## src/rtl/serial_channel_router_pkg.sv

```systemverilog
// Shared types and constants for the serial channel router: FSM states,
// channel count, address width and a channel one-hot decoder.
package serial_channel_router_pkg;

   typedef enum logic [1:0] {
      IDLE = 2'd0,
      ADDR = 2'd1,
      DATA = 2'd2,
      STOP = 2'd3
   } state_t;

   localparam int NUM_CH = 4;
   localparam int ADDR_W = 2;

   function automatic logic [NUM_CH-1:0] ch_onehot(input logic [ADDR_W-1:0] addr);
      return NUM_CH'(1) << addr;
   endfunction

endpackage

```

## src/rtl/serial_channel_router_if.sv

```systemverilog
// Bus bundle between a serial frame source (master) and the router (slave).
interface serial_channel_router_if
   import serial_channel_router_pkg::*;
   #(parameter int DATA_W = 8)
   ();

   logic                     in;
   logic                     in_valid;
   logic [ADDR_W-1:0]        sel;
   logic [NUM_CH-1:0]        demux_out;
   logic [NUM_CH*DATA_W-1:0] ch_data;
   logic [NUM_CH-1:0]        ch_valid;
   logic                     busy;
   logic                     frame_err;

   modport master (
      output in, in_valid,
      input  sel, demux_out, ch_data, ch_valid, busy, frame_err
   );

   modport slave (
      input  in, in_valid,
      output sel, demux_out, ch_data, ch_valid, busy, frame_err
   );

endinterface

```

## src/rtl/serial_channel_router_demux1to4.sv

```systemverilog
// Combinational 1-to-4 demultiplexer: the input bit appears on the line
// picked by sel, all other lines are 0.
module demux1to4
   import serial_channel_router_pkg::*;
   (
      input  logic              in,
      input  logic [ADDR_W-1:0] sel,
      output logic [NUM_CH-1:0] out
   );

   for (genvar gi = 0; gi < NUM_CH; gi++) begin : g_line
      assign out[gi] = in & (sel == ADDR_W'(gi));
   end

endmodule

```

## src/rtl/serial_channel_router.sv

```systemverilog
// Serial frame receiver: start, 2-bit channel address, DATA_W data bits and a
// stop bit; data is routed through a demux into per-channel word registers.
module serial_channel_router
   import serial_channel_router_pkg::*;
   #(parameter int DATA_W = 8)
   (
      input  logic             clk,
      input  logic             rst_n,
      serial_channel_router_if.slave bus
   );

   localparam int CNT_W = $clog2(DATA_W);
   localparam logic [CNT_W-1:0] CNT_LAST = CNT_W'(DATA_W - 1);

   state_t             state_reg, state_next;
   logic [CNT_W-1:0]   cnt_reg, cnt_next;
   logic [ADDR_W-1:0]  sel_reg, sel_next;
   logic [NUM_CH-1:0]  ch_valid_reg, ch_valid_next;
   logic               frame_err_reg, frame_err_next;
   logic [NUM_CH-1:0]  ch_load;
   logic [NUM_CH-1:0]  shift_en;
   logic [NUM_CH-1:0]  demux_out;
   logic               data_beat;
   logic               gated_in;
   logic [DATA_W-1:0]  shift_reg [NUM_CH];
   logic [DATA_W-1:0]  ch_data_reg [NUM_CH];

   // A DATA beat is the only moment a bit reaches the demux and a shifter.
   assign data_beat = (state_reg == DATA) && bus.in_valid;
   assign gated_in  = bus.in & data_beat;
   assign shift_en  = ch_onehot(sel_reg) & {NUM_CH{data_beat}};

   demux1to4 u_demux (
      .in  (gated_in),
      .sel (sel_reg),
      .out (demux_out)
   );

   always_comb begin
      state_next     = state_reg;
      cnt_next       = cnt_reg;
      sel_next       = sel_reg;
      ch_valid_next  = '0;
      frame_err_next = 1'b0;
      ch_load        = '0;
      if (bus.in_valid) begin
         case (state_reg)
            IDLE: begin
               if (bus.in) begin
                  state_next = ADDR;
                  cnt_next   = '0;
               end
            end
            ADDR: begin
               sel_next = {sel_reg[ADDR_W-2:0], bus.in};
               if (cnt_reg == CNT_W'(1)) begin
                  state_next = DATA;
                  cnt_next   = '0;
               end else begin
                  cnt_next = cnt_reg + CNT_W'(1);
               end
            end
            DATA: begin
               if (cnt_reg == CNT_LAST) begin
                  state_next = STOP;
                  cnt_next   = '0;
               end else begin
                  cnt_next = cnt_reg + CNT_W'(1);
               end
            end
            STOP: begin
               // A high stop bit ends the frame as an error, never as a new start.
               state_next = IDLE;
               if (!bus.in) begin
                  ch_valid_next = ch_onehot(sel_reg);
                  ch_load       = ch_onehot(sel_reg);
               end else begin
                  frame_err_next = 1'b1;
               end
            end
            default: state_next = IDLE;
         endcase
      end
   end

   always_ff @(posedge clk) begin
      if (!rst_n) begin
         state_reg     <= IDLE;
         cnt_reg       <= '0;
         sel_reg       <= '0;
         ch_valid_reg  <= '0;
         frame_err_reg <= 1'b0;
      end else begin
         state_reg     <= state_next;
         cnt_reg       <= cnt_next;
         sel_reg       <= sel_next;
         ch_valid_reg  <= ch_valid_next;
         frame_err_reg <= frame_err_next;
      end
   end

   for (genvar gi = 0; gi < NUM_CH; gi++) begin : g_ch
      always_ff @(posedge clk) begin
         if (!rst_n) begin
            shift_reg[gi]   <= '0;
            ch_data_reg[gi] <= '0;
         end else begin
            if (shift_en[gi]) begin
               shift_reg[gi] <= {shift_reg[gi][DATA_W-2:0], demux_out[gi]};
            end
            if (ch_load[gi]) begin
               ch_data_reg[gi] <= shift_reg[gi];
            end
         end
      end
      assign bus.ch_data[gi*DATA_W +: DATA_W] = ch_data_reg[gi];
   end

   assign bus.sel       = sel_reg;
   assign bus.demux_out = demux_out;
   assign bus.ch_valid  = ch_valid_reg;
   assign bus.frame_err = frame_err_reg;
   assign bus.busy      = (state_reg != IDLE);

endmodule

```

## src/flat_wrapper.sv

```systemverilog
// flat-port wrapper written by rule: the top's interface ports become plain ports
module serial_channel_router_flat import serial_channel_router_pkg::*;
#(parameter int DATA_W = 8)
  (clk, rst_n, bus_in, bus_in_valid, bus_sel, bus_demux_out, bus_ch_data, bus_ch_valid, bus_busy, bus_frame_err);
  serial_channel_router_if #(.DATA_W(DATA_W)) bus_i ();
  input  logic clk;
  input  logic rst_n;
  input wire logic [$bits(bus_i.in)-1:0] bus_in;
  input wire logic [$bits(bus_i.in_valid)-1:0] bus_in_valid;
  output wire logic [$bits(bus_i.sel)-1:0] bus_sel;
  output wire logic [$bits(bus_i.demux_out)-1:0] bus_demux_out;
  output wire logic [$bits(bus_i.ch_data)-1:0] bus_ch_data;
  output wire logic [$bits(bus_i.ch_valid)-1:0] bus_ch_valid;
  output wire logic [$bits(bus_i.busy)-1:0] bus_busy;
  output wire logic [$bits(bus_i.frame_err)-1:0] bus_frame_err;
  assign bus_i.in = bus_in;
  assign bus_i.in_valid = bus_in_valid;
  assign bus_sel = bus_i.sel;
  assign bus_demux_out = bus_i.demux_out;
  assign bus_ch_data = bus_i.ch_data;
  assign bus_ch_valid = bus_i.ch_valid;
  assign bus_busy = bus_i.busy;
  assign bus_frame_err = bus_i.frame_err;
  serial_channel_router #(.DATA_W(DATA_W)) u_core (.clk(clk), .rst_n(rst_n), .bus(bus_i));
endmodule
```

## config.mk

```make
export PLATFORM = sky130hd
export DESIGN_NAME = serial_channel_router_flat
export DESIGN_NICKNAME = d
export VERILOG_FILES = /design/src/rtl/serial_channel_router_pkg.sv /design/src/rtl/serial_channel_router_if.sv /design/src/rtl/serial_channel_router_demux1to4.sv /design/src/rtl/serial_channel_router.sv /design/src/flat_wrapper.sv
export SDC_FILE = /design/constraint.sdc
export NUM_CORES = 1
export LEC_CHECK = 0
export ABC_AREA = 1
export BUFFER_PORTS_ARGS = -buffer_cell sky130_fd_sc_hd__buf_2
export CORE_MARGIN = 4
export CORE_UTILIZATION = 60
export CTS_CLUSTER_SIZE = 24
export DETAILED_ROUTE_END_ITERATION = 8
export PLACE_DENSITY = 0.8
export SLEW_MARGIN = 20
export SYNTH_ARGS = -nofsm -noshare
export SYNTH_HDL_FRONTEND = slang
export SYNTH_SLANG_ARGS = --single-unit
```

## constraint.sdc

```tcl
create_clock -name clk -period 4.94 [get_ports clk]
set_clock_uncertainty 0.1 [all_clocks]
set_input_delay 1.482 -clock clk [delete_from_list [all_inputs] [get_ports clk]]
set_output_delay 1.482 -clock clk [all_outputs]
set_load 0.1 [all_outputs]
```

After elaboration in Yosys (flattened, before gate mapping) --
Memories as Yosys holds them, arrays and structs flattened. Index checks and enable logic that the tools add are counted.
Storage, ports and cells: memories 2, memory bits (writable) 64, word-level logic and storage cells 88, bits in registers 12
Memories:
- u_core.ch_data_reg | depth 4, bits a word 8, read ports 4, clocked after Yosys merged registers in 0, write ports 4, line serial_channel_router.sv:26 | logic [DATA_W-1:0] ch_data_reg [NUM_CH];
- u_core.shift_reg | depth 4, bits a word 8, read ports 4, clocked after Yosys merged registers in 0, write ports 4, line serial_channel_router.sv:25 | logic [DATA_W-1:0] shift_reg [NUM_CH];
Operators by class: mux-type cells 45, equal/unequal tests 11, bitwise logic cells 14, reductions and logical operators 9, shift-type cells 1, add/subtract/negate cells 1
Operators by type and width (number):
- $mux 8 | 8
- $mux 1 | 26
- $mux 4 | 3
- $mux 3 | 3
- $pmux 3 s3 | 1
- $eq 2x2->1 const B | 4
- $or 1x1->1 | 8
- $pmux 2 s4 | 1
- $mux 2 | 3
- $reduce_and 3->1 | 2
- $and 1x1->1 | 5
- $and 4x4->4 | 1
- $eq 2x1->1 const B | 2
- $logic_not 2->1 | 2
- $ne 2x2->1 const B | 2
- $reduce_and 4->1 | 1
- $shl 1x2->4 const A | 1
- $add 3x1->3 const B | 1
- $eq 3x1->1 const B | 1
- $eq 3x3->1 const B | 1
- $reduce_bool 3->1 | 1
- $ne 2x1->1 const B | 1
- $reduce_and 2->1 | 1
- $reduce_bool 2->1 | 1
- $logic_and 1x1->1 | 1

Logic depth before layout (Yosys ltp) --
Gate-level depths: netlist (run 1).
word-level depth 8, mapped depth 8, mapped depth without buffers 8

Hierarchy --
From an unflattened synthesis (run 1), not the netlist that was laid out.
Second synthesis, totals: cell total of the unflattened synthesis 282, area total of the unflattened synthesis 3070.4 sq um
Modules (own cells, without submodules):
- serial_channel_router | instances 1, sequential area each 2162.1 sq um, cells an instance 274, area each 3040.4 sq um
- demux1to4 | instances 1, sequential area each 0.0 sq um, cells an instance 8, area each 30.0 sq um

Worst setup path before layout (run 1) --
OpenSTA, ideal clock, no wires.
kind input to output, from input port bus_in_valid, to output port bus_demux_out[2], path slack 327 ps, cell stages on the path 4, path buffers 0, arrival time 3031 ps, required time 3358 ps, path through nand2_1 inv_1 nand2_1 nor2_1
On the way: cells in the longest elaborated chain, start to end 3
Ends and longest elaborated chain:
- start: declaration | line flat_wrapper.sv:9 | input wire logic [$bits(bus_i.in_valid)-1:0] bus_in_valid;
- $logic_and 1x1->1 | line serial_channel_router.sv:29 | assign data_beat = (state_reg == DATA) && bus.in_valid;
- $and 1x1->1 | line serial_channel_router.sv:30 | assign gated_in = bus.in & data_beat;
- $and 1x1->1 | line serial_channel_router_demux1to4.sv:12 | assign out[gi] = in & (sel == ADDR_W'(gi));
- end: declaration | line flat_wrapper.sv:11 | output wire logic [$bits(bus_i.demux_out)-1:0] bus_demux_out;
No other way between the ends.

Worst setup path in the final report (run 1) --
from input port bus_in_valid, to output port bus_demux_out[3]
Same word-level chain as after synthesis.

==> results of run 1 <==
[cell type report]
type | count | area, um2 | area share [%]
inverter | 54 | 203 | 5.73
clock inverter | 5 | 51.3 | 1.45
multi-input combinational | 142 | 669 | 18.9
tap | 67 | 83.8 | 2.37
timing repair buffer | 47 | 235 | 6.65
clock buffer | 11 | 131 | 3.72
sequential | 76 | 2160 | 61.1
[cells by family after synthesis]
| group | after synthesis |
|---|---|
| AND/OR/NAND/NOR | 124 |
| flip-flops | 76 |
| buffers and inverters | 56 |
| AO/OA/AOI/OAI | 10 |
| adder cells (fa/ha/maj) | 8 |
[power breakdown]
part	switching (W)	leakage (nW)	internal (W)
Combinational	0.000174	0.722	0.0000310
Clock	0.000209	0.0928	0.000231
Sequential	0.0000119	0.759	0.000721
[path summary, 6_finish.rpt]
path	end	slack, ns	start	cells after the start
worst max-delay path	bus_demux_out[3]	0.76	bus_in_valid	6
worst max register to register	u_core.shift_reg[3][6]	2.84	u_core.state_reg[0]	4
worst min register to register	u_core.cnt_reg[1]	0.41	u_core.cnt_reg[1]	2
worst min-delay path	u_core.cnt_reg[1]	0.41	u_core.cnt_reg[1]	2
[worst reg2reg max path, delay by kind of cell (launching register included)]
kind	cells	cell delay (ns)
AOI/OAI and AO/OA	1	0.86
adders and majority gates	1	0.22
buffers and inverters	1	0.11
DFF	1	0.34
and+or+nand+nor	1	0.10
[metal layers]
metal  up-vias  GRT usage (%)  part of all wire, %
li1        982              -                    -
met1       880           22.5                   45
met2        54           27.8                   48
met3         6           5.56                  6.1
met4         0           7.39                  1.3
met5         -              0                    0
[cell usage in the layout, fill, tap and decap left out, drive strengths merged, types with 8 or more instances in the layout]
master   n
nand3   10
nor2    81
nand2   28
edfxtp  64
ha       8
clkbuf  11
dfxtp   12
buf     47
inv     55
[per-stage QoR]
step                      util, %  cell area, um2
after floorplan                 -            3040
after global placement       69.6            3350
after detailed placement     69.6            3350
after CTS                    73.4            3540
after global routing         73.4            3540
final                        73.4            3540
==> results.md, run 1 <==
- Status: finished clean
- H-tree depth: 3
- Final Hold Vio Count: 0
- Fin crit period: 4.18 ns
- Die Y: 79.2 um
- Wirelength per Cell: 12.4 um
- Worst-path clk slew: 0.07 ns
- Unique masters post-synth: 16
- Crit path max fanout: 7
- Mapped Avg Cell Area: 11.1 um2
- Worst endpoint required time: 3.36 ns
- Syn Std Cell Area: 0.00304 mm2
- Via count: 1922
- CTS root buf: clkbuf_8
- CTS Sinks: 76
- Die area: 0.00628 mm2
- Row cnt: 25
- Simple-Gate Fraction of Synth Area: 17.1%
- Area leader, netlist: edfxtp_1
- Synth top cells by count: nor2_1 (81), edfxtp_1 (64), inv_1 (54)
- Die Wd: 79.2 um
- CP endpoint kind: output pin
- Post-synthesis cell count: 274
- I/O Pins: 48
- Main combinational cell family by area after synthesis: simple AND/OR/NAND/NOR gates
- Post-Synth Adder-Cell Area: 3.29%
- Yosys top cell area share: 63.2%
- Post-detail-place hpwl: 3420 um
- CP max-delay cell: buf_2
- Maxcap violations: 0
- P&R area growth vs syn: 16.2%
- Post-CTS Setup Inserts: 0
- DR iter-0 viols: 134
- Worst path top cell family by delay: buffers and inverters
- Largest cells by area after synthesis: edfxtp_1 (63%), nor2_1 (10%), dfxtp_1 (7.9%)
- DRT antenna net count: 0
- YS warnings: 0
- Detailed-route vias per instance: 4.78
- Mux cell area share after synthesis: 0%
- Sequential share of the synthesized area: 71.1%
- Layout Cells excl Fill: 402
- VDD IR-drop max: 0.233 mV
- Critical Path Start Type: primary input
- CORE AREA: 0.00482 mm2
- Kind of critical path: in2out
- Max Clk Rate: 0.239 GHz
- Leakage: 1.57 nW
- Gpl congestion: 0.876
- CTS tree: yes
- Number of CTS-inserted buffers: 9
- Share of layout cells above drive strength 1: 19.1%
- Syn_nets: 286
- Complex-gate fraction of the synthesized area: 1.64%
- Drt drc: 0
- Most frequent cell after synthesis: nor2_1
- FF+latch count, synth: 76
- Hold-fix buffers at CTS: 0
- Pre-antenna DRT Iters: 4
- Total Power: 0.00138 W
- Ys async rst share: 0%
- Port Buf Inserts: 47
- Vias in the first global route: 1766
- PnR worst setup slack: 0.764 ns
- Total track usage: 17.6%
- Post-CTS Resized: 0
- Placed Instances: 386
- Starting Density: 63.2%
- Slew margin rel.: 26.9%
- Maximum root-to-sink buffer count: 2
- N_diodes: 0
- Final setup fails: 0
- DRT Wirelength: 5000 um
- Final period util: 84.5%
- Fin nets: 342
- Largest net degree at the start of global routing: 23
- First-pass GRT wire length: 8270 um
- Clock Latency Late Sink: 0.33 ns
- Final Max Tran Viols: 0
- Number of flops mapped to enable cells by yosys: 64
- Post-Place Worst Slack: 0.774 ns
- GR Overflow Total: 0
- RSZ-0062 raised after global routing: no
- CP peak stage delay: 0.45 ns
- Hold_ws: 0.412 ns
- Post-synthesis xor/xnor area fraction: 0%
- Crit path DAT: 2.59 ns
- Final TNS setup: 0 ns
- CP Cell Sequence: buf_2, nand2_1, inv_1, nand2_1, nor2_1, buf_2
- Worst path bufs/invs: 3
- Worst slew pin tran: 1.09 ns
- # fillers: 346
- P per Cell Area: 390 mW/mm2
- Antenna violations before repair: 0
- Worst Hold Class: reg2reg
- Post-synth top flop: edfxtp_1
Note: power is estimated with default switching activity, not from simulation.
==> run 2, diff against run 1 <==
--- a/config.mk
+++ b/config.mk
@@ -8,10 +8,10 @@
 export ABC_AREA = 1
 export BUFFER_PORTS_ARGS = -buffer_cell sky130_fd_sc_hd__buf_2
 export CORE_MARGIN = 4
-export CORE_UTILIZATION = 60
+export CORE_UTILIZATION = 50
 export CTS_CLUSTER_SIZE = 24
 export DETAILED_ROUTE_END_ITERATION = 8
-export PLACE_DENSITY = 0.8
+export PLACE_DENSITY = 0.71
 export SLEW_MARGIN = 20
 export SYNTH_ARGS = -nofsm -noshare
 export SYNTH_HDL_FRONTEND = slang
==> constraint.sdc (replaced) <==
create_clock -name clk -period 3.4 [get_ports clk]
set_clock_uncertainty 0.1 [all_clocks]
set_input_delay 1.02 -clock clk [delete_from_list [all_inputs] [get_ports clk]]
set_output_delay 1.02 -clock clk [all_outputs]
set_load 0.1 [all_outputs]
==> run 2 against run 1 <==
Total power rose by 54%; setup slack got worse by 0.42 ns; first-iteration DRC count fell by 19%; critical path type unchanged; critical endpoint is now bus_demux_out[2]; highest routed layer unchanged.
==> results.md, run 2 (synthesis gave the netlist of run 1 again) <==
- Status: finished clean
- Fin nets: 342
- Sw Pwr: 0.000599 W
- Final Hold Vio Count: 0
- Post-detail-place hpwl: 3560 um
- Min-delay src: u_core.cnt_reg[1]
- Largest net degree at the start of global routing: 23
- Wirelength per Cell: 12.2 um
- Worst slew pin tran: 0.991 ns
- End point of the worst hold path: u_core.cnt_reg[1]
- Max Clk Rate: 0.328 GHz
- Clock network power share: 35.9%
- Post-Place Worst Slack: 0.338 ns
- Vias in the first global route: 1890
- N_diodes: 0
- Maximum root-to-sink buffer count: 2
- Critical R2R Capture: u_core.shift_reg[3][7]
- DR iter-0 viols: 109
- Worst endpoint required time: 2.28 ns
- VDD IR-drop max: 0.399 mV
- Crit path max fanout: 7
- Layout Cells excl Fill: 410
- Gpl congestion: 0.799
- Placed Instances: 394
- Maxcap violations: 0
- Die Wd: 86.0 um
- Post-CTS Setup Inserts: 0
- Commonest cells after routing, fill and taps aside: nor2_1 (77), edfxtp_1 (64), inv_1 (54)
- Switching share of power: 28.1%
- Die area: 0.00740 mm2
- Starting Density: 51.4%
- Leakage: 1.60 nW
- # fillers: 479
- Number of CTS-inserted buffers: 9
- Final setup fails: 0
- P&R area growth vs syn: 20.2%
- CTS tree: yes
- Critical Path Start Type: primary input
- RR Startpoint: u_core.state_reg[0]
- Antenna violations before repair: 0
- Via count: 1917
- CTS root buf: clkbuf_8
- P per Cell Area: 582 mW/mm2
- I/O Pins: 48
- CP endpoint kind: output pin
- H-tree depth: 3
- GR Overflow Total: 0
- Clock Latency Late Sink: 0.34 ns
- Reg power frac: 49.9%
- DRT Wirelength: 5010 um
- Worst Hold Depth: 2
- Final Max Tran Viols: 0
- CP peak stage delay: 0.20 ns
- Final TNS setup: 0 ns
- Comb pwr share: 14.2%
- Commonest non-fill, non-tap cell in the layout: nor2_1
- CP Cell Sequence: buf_2, nand2_1, inv_1, nand2_1, nor2_2, buf_12
- Port Buf Inserts: 47
- Post-CTS Resized: 0
- Share of layout cells above drive strength 1: 21.2%
- PnR worst setup slack: 0.348 ns
- First-pass GRT wire length: 8510 um
- Final Core Density: 61.8%
- Drt drc: 0
- RSZ-0062 raised after global routing: no
- Flop2flop setup slack: 1.33 ns
- R2r worst-path depth: 4
- Detailed-route vias per instance: 4.68
- Most used cell, CP: nand2_1
- Worst Hold Class: reg2reg
- Die Y: 86.0 um
- CTS Sinks: 76
- Slew margin rel.: 33.2%
- CORE AREA: 0.00592 mm2
- Crit path DAT: 1.93 ns
- Worst-path clk slew: 0.08 ns
- CP max-delay cell: buf_12
- Kind of critical path: in2out
- Row cnt: 28
- Total track usage: 15.1%
- Int Power: 0.00153 W
- Pre-antenna DRT Iters: 4
- Fin crit period: 3.05 ns
- Hold-fix buffers at CTS: 0
- DRT antenna net count: 0
- Final period util: 89.8%
-- run 2: how the worst max path moves through the flow --
| stage | from | end | slack (ns) | depth (start not counted) |
|---|---|---|---|---|
| global route | bus_in_valid | bus_demux_out[2] | 0.25 | 6 |
| CTS | bus_in_valid | bus_demux_out[3] | 0.34 | 6 |
| detailed placement | bus_in_valid | bus_demux_out[3] | 0.34 | 6 |
| finish | bus_in_valid | bus_demux_out[2] | 0.35 | 6 |
| floorplan | u_core.bus.sel[0] | bus_demux_out[1] | 0.01 | 4 |
| global placement | bus_in_valid | bus_demux_out[3] | 0.38 | 6 |
-- run 2: layer usage --
metal | share of wire (%) | global-route usage (%) | vias to the layer above
li1 | - | - | 981
met1 | 45 | 18.7 | 885
met2 | 48 | 24.5 | 44
met3 | 5.8 | 5.19 | 7
met4 | 1.8 | 6.04 | 0
met5 | 0 | 0 | -
-- run 2: power groups by stage --
stage | sequential, W | clock [W] | combinational, W
after detailed placement | 0.00109 | 0 | 0.000302
final | 0.00106 | 0.000764 | 0.000302
after floorplan | 0.00121 | 0 | 0.000128
after global placement | 0.00108 | 0 | 0.000299
after CTS | 0.00106 | 0.000783 | 0.000303
after global routing | 0.00107 | 0.000824 | 0.000326
-- run 2: through the flow --
| step | cell area (um2) | hold slack (ns) | total power, W |
|---|---|---|---|
| finish | 3660 | 0.400 | 0.00213 |
| global route | 3660 | 0.436 | 0.00222 |
| CTS | 3660 | 0.402 | 0.00215 |
| detailed placement | 3430 | 0.388 | 0.00139 |
| global placement | 3430 | 0.377 | 0.00138 |
| floorplan | 3050 | 0.361 | 0.00133 |
-- run 2: final cells by class --
cell class	instances	area, um2	share of cell area (%)
multi-input combinational	142	679	18.6
clock buffer	11	141	3.86
clock inverter	5	83.8	2.29
sequential	76	2160	59.1
tap	75	93.8	2.56
timing repair buffer	47	295	8.07
inverter	54	203	5.54
-- run 2: critical path, delay by kind of cell --
family        cells  cell delay [ns]
buf+inv           3             0.50
simple gates      3             0.42
==> run 3, diff against run 2 <==
--- a/config.mk
+++ b/config.mk
@@ -5,13 +5,12 @@
 export SDC_FILE = /design/constraint.sdc
 export NUM_CORES = 1
 export LEC_CHECK = 0
-export ABC_AREA = 1
 export BUFFER_PORTS_ARGS = -buffer_cell sky130_fd_sc_hd__buf_2
 export CORE_MARGIN = 4
 export CORE_UTILIZATION = 50
 export CTS_CLUSTER_SIZE = 24
 export DETAILED_ROUTE_END_ITERATION = 8
-export PLACE_DENSITY = 0.71
+export PLACE_DENSITY = 0.7
 export SLEW_MARGIN = 20
 export SYNTH_ARGS = -nofsm -noshare
 export SYNTH_HDL_FRONTEND = slang
==> run 3 against run 2 <==
Flip-flop and latch count did not move; die area rose by 3.2%; count of clock-buffer cells in the layout did not move; register-to-register slack improved by 0.29 ns; fmax rose by 0.50%; total power fell by 3.8%; critical path depth fell by 2; combinational power fell by 26%; setup slack improved by 0.015 ns; sequential power barely moved.
==> results.md, run 3 <==
- Status: finished clean
- Port Buf Inserts: 47
- Syn_nets: 237
- Die Y: 87.4 um
- Yosys top cell area share: 61.0%
- N_diodes: 0
- Worst path top cell family by delay: simple AND/OR/NAND/NOR gates
- Post-detail-place hpwl: 3710 um
- RR Startpoint: u_core.state_reg[0]
- Total track usage: 15.3%
- Leakage: 1.51 nW
- Mapped Avg Cell Area: 14.0 um2
- GR Overflow Total: 0
- Post-CTS Setup Inserts: 0
- FF+latch count, synth: 76
- Post-CTS Resized: 0
- CTS tree: yes
- Main combinational cell family by area after synthesis: simple AND/OR/NAND/NOR gates
- Share of layout cells above drive strength 1: 28.6%
- Largest cells by area after synthesis: edfxtp_1 (61%), and2_1 (13%), dfxtp_1 (7.6%)
- Final Max Tran Viols: 0
- Footprint of the multi-input gates: 968 um2
- Slew margin rel.: 66.7%
- Post-synthesis xor/xnor area fraction: 0%
- Critical Path Start Type: primary input
- Post-Synth Adder-Cell Area: 3.18%
- Sequential share of the synthesized area: 68.6%
- R2r worst-path depth: 4
- Maximum root-to-sink buffer count: 2
- Mux cell area share after synthesis: 0.318%
- Gpl congestion: 0.777
- Vias in the first global route: 1822
- P&R area growth vs syn: 21.3%
- Crit path max fanout: 11
- DRT Wirelength: 5320 um
- Worst Hold Class: reg2reg
- Number of flops mapped to enable cells by yosys: 64
- Hold-fix buffers at CTS: 0
- Reg area: 0.00216 mm2
- WP depth: 4
- Final TNS setup: 0 ns
- Commonest cells after routing, fill and taps aside: and2_1 (64), edfxtp_1 (64), buf_2 (43)
- Syn Std Cell Area: 0.00315 mm2
- Worst slew pin tran: 0.502 ns
- Row cnt: 28
- # fillers: 457
- Clock Latency Late Sink: 0.34 ns
- Maxcap violations: 0
- Layout Cells excl Fill: 365
- Largest net degree at the start of global routing: 24
- Final period util: 89.3%
- Via count: 1834
- Final Hold Vio Count: 0
- P per Cell Area: 536 mW/mm2
- Drt drc: 0
- H-tree depth: 3
- Fin nets: 297
- Max Clk Rate: 0.329 GHz
- Synth top cells by count: and2_1 (64), edfxtp_1 (64), dfxtp_1 (12), nand2_1 (12), nor2_1 (9)
- Detailed-route vias per instance: 5.02
- Die Wd: 87.4 um
- CTS Sinks: 76
- I/O Pins: 48
- YS warnings: 0
- CP Cell Sequence: buf_2, nand3_1, nor3b_4, buf_12
- DRT antenna net count: 0
- Worst path bufs/invs: 2
- Final setup fails: 0
- Starting Density: 52.3%
- Number of CTS-inserted buffers: 9
- Total Power: 0.00205 W
- Critical R2R Capture: u_core.ch_data_reg[1][4]
- RSZ-0062 raised after global routing: no
- Worst-path clk slew: 0.07 ns
- Worst Setup SP: bus_in_valid
- CP max-delay cell: nor3b_4
- CTS root buf: clkbuf_8
- Worst endpoint required time: 2.28 ns
- Simple-Gate Fraction of Synth Area: 21.2%
- Fin crit period: 3.04 ns
- Crit path capture: bus_demux_out[2]
- Pre-antenna DRT Iters: 4
- CP endpoint kind: output pin
- Placed Instances: 349
- Wirelength per Cell: 14.6 um
- Die area: 0.00764 mm2
- Area leader, netlist: edfxtp_1
- Antenna violations before repair: 0
- DR iter-0 viols: 113
- Ys async rst share: 0%
- CORE AREA: 0.00603 mm2
- Post-synth top flop: edfxtp_1
- CP peak stage delay: 0.30 ns
- First-pass GRT wire length: 8690 um
- Crit path DAT: 1.92 ns
- Kind of critical path: in2out
- Post-synthesis cell count: 225
- Flop2flop setup slack: 1.62 ns
- Complex-gate fraction of the synthesized area: 5.16%
- VDD IR-drop max: 0.298 mV
- Unique masters post-synth: 32
run 3: changes by cell type in the layout (fill, tap and decap cells not counted), moves of 8 or more:
cell / delta
nor2_1: -70
and2_1: +64
inv_1: -50
nand2_1: -16
buf_4: +8
run 3: worst min-delay path by stage:
stage,slack [ns],to,start,cells after the start
after floorplan,0.37,u_core.state_reg[1],u_core.state_reg[1],2
after global placement,0.39,u_core.state_reg[1],u_core.state_reg[1],2
after detailed placement,0.40,u_core.state_reg[1],u_core.state_reg[1],2
after CTS,0.41,u_core.state_reg[1],u_core.state_reg[1],2
after global routing,0.42,u_core.state_reg[1],u_core.state_reg[1],2
final,0.40,u_core.state_reg[1],u_core.state_reg[1],2
run 3: cells by family (layout without fill, tap and decap cells):
| family | after synthesis | in the layout |
|---|---|---|
| simple gates | 108 | 108 |
| flops | 76 | 76 |
| compound gates | 21 | 21 |
| buf+inv | 11 | 76 |
| fa+ha+maj | 8 | 8 |
| mux | 1 | 1 |
run 3: final cells by class:
type                            instances  share of cell area, %
Multi-Input combinational cell        138                   25.3
Clock buffer                           11                   3.70
Inverter                                5                  0.491
Sequential cell                        76                   56.6
Clock inverter                          5                   2.16
Timing Repair Buffer                   55                   9.29
Tap cell                               75                   2.45
run 3: report_power, final:
group          total, W  switching [W]  internal, W
logic          0.000224       0.000182    0.0000428
registers       0.00105      0.0000150      0.00104
clock network  0.000774       0.000336     0.000438
total           0.00205       0.000532      0.00152
run 3: stage by stage:
| stage | util [%] | instance area, um2 | hold slack (ns) | setup slack (ns) |
|---|---|---|---|---|
| after floorplan | - | 3180 | 0.368 | -0.0147 |
| after global routing | 63.5 | 3820 | 0.423 | 0.311 |
| after global placement | 59.7 | 3600 | 0.385 | 0.354 |
| final | 63.5 | 3820 | 0.402 | 0.364 |
| after detailed placement | 59.7 | 3600 | 0.398 | 0.360 |
| after CTS | 63.5 | 3820 | 0.408 | 0.362 |
run 3: worst reg2reg max path: stages (launching register included):
cell,delay [ns]
dfxtp_1,0.39
ha_1,0.36
nand2_1,0.22
nor4_4,0.38
and2_1,0.20
run 3: routing by layer:
layer  up-vias  wire [um]  track usage [%]
li1        914          -                -
met1       869       2340             19.8
met2        41       2610             24.0
met3        10        252             3.41
met4         0        110             7.95
met5         -          0                0
